$ cat src/rtl/alu_cmd_sequencer.sv
// Replays one ALU command (dato1, dato2, opcode) onto the input_output switch bus
// with registered button strobes, then samples w_salida and returns it on a valid/ready port.
module alu_cmd_sequencer #(
    parameter int NB_IN   = 8,
    parameter int NB_CODE = 6,
    parameter int N_SETUP = 2,
    parameter int N_HOLD  = 2
) (
    input  logic               clk,
    input  logic               reset,
    input  logic               i_valid,
    output logic               o_ready,
    input  logic [NB_IN-1:0]   i_dato1,
    input  logic [NB_IN-1:0]   i_dato2,
    input  logic [NB_CODE-1:0] i_code,
    output logic [NB_IN-1:0]   o_switch,
    output logic               o_b_dato1,
    output logic               o_b_dato2,
    output logic               o_b_code,
    input  logic [NB_IN-1:0]   i_salida,
    output logic               o_valid,
    input  logic               i_ready,
    output logic [NB_IN-1:0]   o_result
);

    typedef enum logic [3:0] {
        IDLE, SET_D1, STB_D1, SET_D2, STB_D2, SET_OP, STB_OP, WAIT_RES, DONE
    } state_t;

    localparam int N_WAIT = N_SETUP + 1;
    localparam int N_MAX  = (N_WAIT > N_HOLD) ? N_WAIT : N_HOLD;
    localparam int CNT_W  = $clog2(N_MAX + 1);

    state_t               state, state_n;
    logic [CNT_W-1:0]     cnt, cnt_n, phase_last;
    logic                 phase_done, accept;
    logic [NB_IN-1:0]     d1_q, d2_q, d1_n;
    logic [NB_CODE-1:0]   code_q;

    logic [NB_IN-1:0]     switch_n, result_n;
    logic                 b_dato1_n, b_dato2_n, b_code_n, valid_n;

    // State register; outputs are registered here too so strobes are glitch-free.
    always_ff @(posedge clk or posedge reset) begin
        if (reset) begin
            state     <= IDLE;
            cnt       <= '0;
            d1_q      <= '0;
            d2_q      <= '0;
            code_q    <= '0;
            o_switch  <= '0;
            o_b_dato1 <= 1'b0;
            o_b_dato2 <= 1'b0;
            o_b_code  <= 1'b0;
            o_valid   <= 1'b0;
            o_result  <= '0;
        end else begin
            // NOTE: non-blocking everywhere in clocked logic so all flops update from pre-edge values.
            state     <= state_n;
            cnt       <= cnt_n;
            if (accept) begin
                d1_q   <= i_dato1;
                d2_q   <= i_dato2;
                code_q <= i_code;
            end
            o_switch  <= switch_n;
            o_b_dato1 <= b_dato1_n;
            o_b_dato2 <= b_dato2_n;
            o_b_code  <= b_code_n;
            o_valid   <= valid_n;
            o_result  <= result_n;
        end
    end

    // Next-state and phase counter.
    always_comb begin
        // NOTE: every comb output gets a default first, otherwise a latch is inferred.
        state_n    = state;
        phase_last = '0;
        case (state)
            SET_D1, SET_D2, SET_OP: phase_last = CNT_W'(N_SETUP - 1);
            STB_D1, STB_D2, STB_OP: phase_last = CNT_W'(N_HOLD - 1);
            WAIT_RES:               phase_last = CNT_W'(N_WAIT - 1);
            default:                phase_last = '0;
        endcase
        phase_done = (cnt == phase_last);
        accept     = (state == IDLE) && i_valid;

        case (state)
            IDLE:     if (i_valid) state_n = SET_D1;
            SET_D1:   if (phase_done) state_n = STB_D1;
            STB_D1:   if (phase_done) state_n = SET_D2;
            SET_D2:   if (phase_done) state_n = STB_D2;
            STB_D2:   if (phase_done) state_n = SET_OP;
            SET_OP:   if (phase_done) state_n = STB_OP;
            STB_OP:   if (phase_done) state_n = WAIT_RES;
            WAIT_RES: if (phase_done) state_n = DONE;
            DONE:     if (o_valid && i_ready) state_n = IDLE;
            default:  state_n = IDLE;
        endcase

        if (state_n != state || state == IDLE || state == DONE) cnt_n = '0;
        else                                                   cnt_n = cnt + CNT_W'(1);
    end

    // Output decode: next values of the registered outputs, aligned with state_n.
    always_comb begin
        o_ready   = (state == IDLE);
        d1_n      = accept ? i_dato1 : d1_q;
        switch_n  = o_switch;
        case (state_n)
            SET_D1, STB_D1: switch_n = d1_n;
            SET_D2, STB_D2: switch_n = d2_q;
            SET_OP, STB_OP: switch_n = NB_IN'(code_q);
            default:        switch_n = o_switch;
        endcase
        b_dato1_n = (state_n == STB_D1);
        b_dato2_n = (state_n == STB_D2);
        b_code_n  = (state_n == STB_OP);
        // o_valid follows DONE by one cycle and drops on the handshake edge.
        valid_n   = (state == DONE) && (state_n == DONE);
        result_n  = (state == WAIT_RES && phase_done) ? i_salida : o_result;
    end

endmodule
$ cat config.mk
export PLATFORM = sky130hd
export DESIGN_NAME = alu_cmd_sequencer
export DESIGN_NICKNAME = d
export VERILOG_FILES = /design/src/rtl/alu_cmd_sequencer.sv
export SDC_FILE = /design/constraint.sdc
export NUM_CORES = 1
export LEC_CHECK = 0
export ABC_CLOCK_PERIOD_IN_PS = 2930
export BUFFER_PORTS_ARGS = -buffer_cell sky130_fd_sc_hd__buf_2
export CORE_ASPECT_RATIO = 1.5
export CORE_MARGIN = 2
export CORE_UTILIZATION = 30
export CTS_CLUSTER_DIAMETER = 30
export DETAILED_ROUTE_END_ITERATION = 12
export GPL_ROUTABILITY_DRIVEN = 1
export PLACE_DENSITY = 0.59
export SYNTH_ARGS = -nofsm -noshare
export SYNTH_HDL_FRONTEND = slang
export SYNTH_SLANG_ARGS = --single-unit
$ cat constraint.sdc
create_clock -name clk -period 2.93 [get_ports clk]
set_input_delay 0.1465 -clock clk [delete_from_list [all_inputs] [get_ports clk]]
set_output_delay 0.1465 -clock clk [all_outputs]
set_load 0.05 [all_outputs]
==> metrics <==
Worst Min Path Start=i_code[4]; Synth Warn #=0; Mapped Area=2230 µm²; vias in the first global route=1597; CTS max path bufs=2; IO Count=between 50 and 60; Mapped Avg Cell Area=9.98 µm²; worst rel slew slack=33.5%; VDD IR max=0.000391 V; Final Hold Fails=0; CTS tree=built; Synth async-reset ratio=100%; row count=38; worst r2r path cells=6; Seq/Total Area, Yosys=53.8%; Leak=1.33 nW; status=completed; # hold bufs at CTS=0; RSZ-0062 raised after global routing=no; critical path type=flip-flop to flip-flop; Layout area overhead=18.5%; startpoint type of the worst setup path=flip-flop; clk sinks=48; DRT antenna net count=0; gr usage total=between 10% and 20%; Synth cell types=43; Synth Net Count=258; Layout Skew=0.00871 ns; grt ovf=0; starting density of the core=approximately 30%; worst hold path class=input port to flip-flop; 1st-iter DRT viols=118; vias=between 1500 and 2000; Min-Delay Endpoint=code_q[4]; drt drc=0; pin count of the biggest net entering global routing=49; vias per inst=4.52; critical path required time=3.12 ns; maximum clock rate=420 MHz; Worst Tran Pin Value=about 1.0 ns; chip height=110 µm; Final Cycle Share=81.2%; Die W=74.5 µm; PwrDens=between 1000 and 1500 nW/µm²; first-pass GRT wire length=7.78 mm; dominant synthesized flop cell=dfrtp_1; core area=7230 µm²; Hold Path Stages=3; utilization after layout=36.6%; initial antenna violation count=0; first drt pass iteration count=4; post-cts sizing count=0; insertion delay to the later sink of the worst-skew pair=about 0.30 ns; FF-to-FF End=o_switch[6]; Final #Nets=308; Post-CTS Setup Inserts=0; Routed wire per std cell=approximately 13 µm; final setup vio count=0; fraction of layout cells with a size suffix above 1=31.8%; Sum Neg Setup Slack=0 ns; Critical R2R Launch=state[1]; PortBufs=54; Placer Congestion=0.890; synthesized instance count=224; Max Cap Violations=0; # diodes=0; fin crit period=2.38 ns; CP Max Fanout=14; Post-synth EDFFs=0; clock root buffer=clkbuf_8; DP HPWL=3.50 mm; CTS buffer count=5; CTS clk-pin slew, worst paths=0.09 ns; H-Tree Depth=2; CP Capture Type=flip-flop; routed wire length=4.89 mm; crit path DAT=2.57 ns; Yosys reg bits=48; Die ar.=between 8000 and 9000 µm²; Max Slew Vio Count=0; setup slack, reg-to-reg=0.55 ns
## cell usage in the layout, fill, tap and decap left out, drive strengths merged
master	synthesis	final
and4	1	1
a311oi	1	1
dfrtp	48	48
or2b	1	1
or4	1	1
nand3	2	2
o21ai	15	15
nand2	65	65
and3	1	1
nand3b	1	1
and4bb	1	1
a221oi	7	7
nor3	2	2
a221o	1	1
and3b	1	1
a2bb2oi	2	2
nor2b	1	1
a21oi	5	5
nor4	1	1
buf	6	56
a31o	1	1
a41o	1	1
mux2	10	10
or2	1	1
nor2	8	8
o21a	1	1
a32o	4	4
and2	1	1
a31oi	1	1
xnor2	2	2
inv	17	17
or3	3	3
clkinv	0	1
a22o	2	2
a41oi	1	1
clkbuf	7	6
and4b	1	1
## critical path, cell delays in order, from the launching register on
cell and delay [ns]:
dfrtp_1 0.59, nor3_1 0.13, a311oi_1 0.38, a41o_1 0.39, inv_1 0.14, o21ai_4 0.31, mux2_4 0.33
## where the power goes
group | internal (mW) | switching, mW | total (mW)
combinational | 0.645 | 1.11 | 1.75
clock | 0.163 | 0.210 | 0.373
sequential | 0.950 | 0.210 | 1.16
## cells in the mapped netlist, types with 2 or more instances
library cell	count	area share, %
inv_1	17	2.9
a221oi_1	7	2.7
nor2_1	8	1.3
a22o_1	2	0.78
clkbuf_1	7	1.2
dfrtp_1	48	54
buf_6	4	2.0
a2bb2oi_1	2	0.78
mux2_2	8	4.0
mux2_4	2	1.3
xnor2_1	2	0.78
a32o_1	4	1.8
nand2_1	65	11
buf_2	2	0.45
nand3_1	2	0.45
a21oi_1	5	1.1
o21ai_0	13	2.9
## state kept, by name (all words and copies together) (netlist names)
| name | flops |
|---|---|
| o_b_dato1 | 1 |
| o_b_dato2 | 1 |
| o_valid | 1 |
| cnt | 2 |
| o_result | 8 |
| state | 4 |
| o_switch | 8 |
| o_b_code | 1 |
| d1_q | 8 |
| d2_q | 8 |
| code_q | 6 |
## per-stage QoR
| step | power, mW | cell area [µm²] | hold WS [ns] | setup WS (ns) | instances |
|---|---|---|---|---|---|
| 6_report | 3.29 | 2650 | 0.0353 | 0.551 | 374 |
| 2_1_floorplan | 2.63 | 2240 | 0.252 | 0.211 | 224 |
| 3_3_place_gp | 2.92 | 2570 | 0.338 | 0.664 | 367 |
| 3_5_place_dp | 2.95 | 2570 | 0.339 | 0.599 | 367 |
| 4_1_cts | 3.33 | 2650 | 0.0332 | 0.577 | 374 |
| 5_1_grt | 3.55 | 2650 | 0.0262 | 0.337 | 374 |
## worst max-delay path by stage
stage	startpoint	end	slack [ns]	cells after the start
5_1_grt	state[1]	o_switch[6]	0.34	6
2_1_floorplan	state[1]	o_switch[6]	0.21	7
4_1_cts	state[0]	o_switch[6]	0.58	6
3_3_place_gp	state[0]	o_switch[6]	0.66	6
6_report	state[1]	o_switch[6]	0.55	6
3_5_place_dp	state[0]	o_switch[7]	0.60	6
## metal layers
metal	up-vias	track usage (%)	wire [µm]
li1	854	-	-
met1	798	15.6	2010
met2	29	21.6	2630
met3	9	2.75	126
met4	0	4.97	119
met5	-	0	0
## area by class of cell
class                           instances  area (µm²)
Fill cell                             806        4580
Sequential cell                        48        1200
Multi-Input combinational cell        146         895
Timing Repair Buffer                   56         285
Tap cell                              100         125
Clock buffer                            6        72.6
Inverter                               17        63.8
Clock inverter                          1        5.00
## cells by family after synthesis
| kind of cell | Yosys count | share of synthesized area [%] |
|---|---|---|
| flops | 48 | 53.8 |
| buf+inv | 30 | 6.49 |
| mux | 10 | 5.38 |
| xor+xnor | 2 | 0.784 |
| compound gates | 42 | 14.0 |
| simple gates | 92 | 19.6 |
Power figures use the tool's default switching activity.
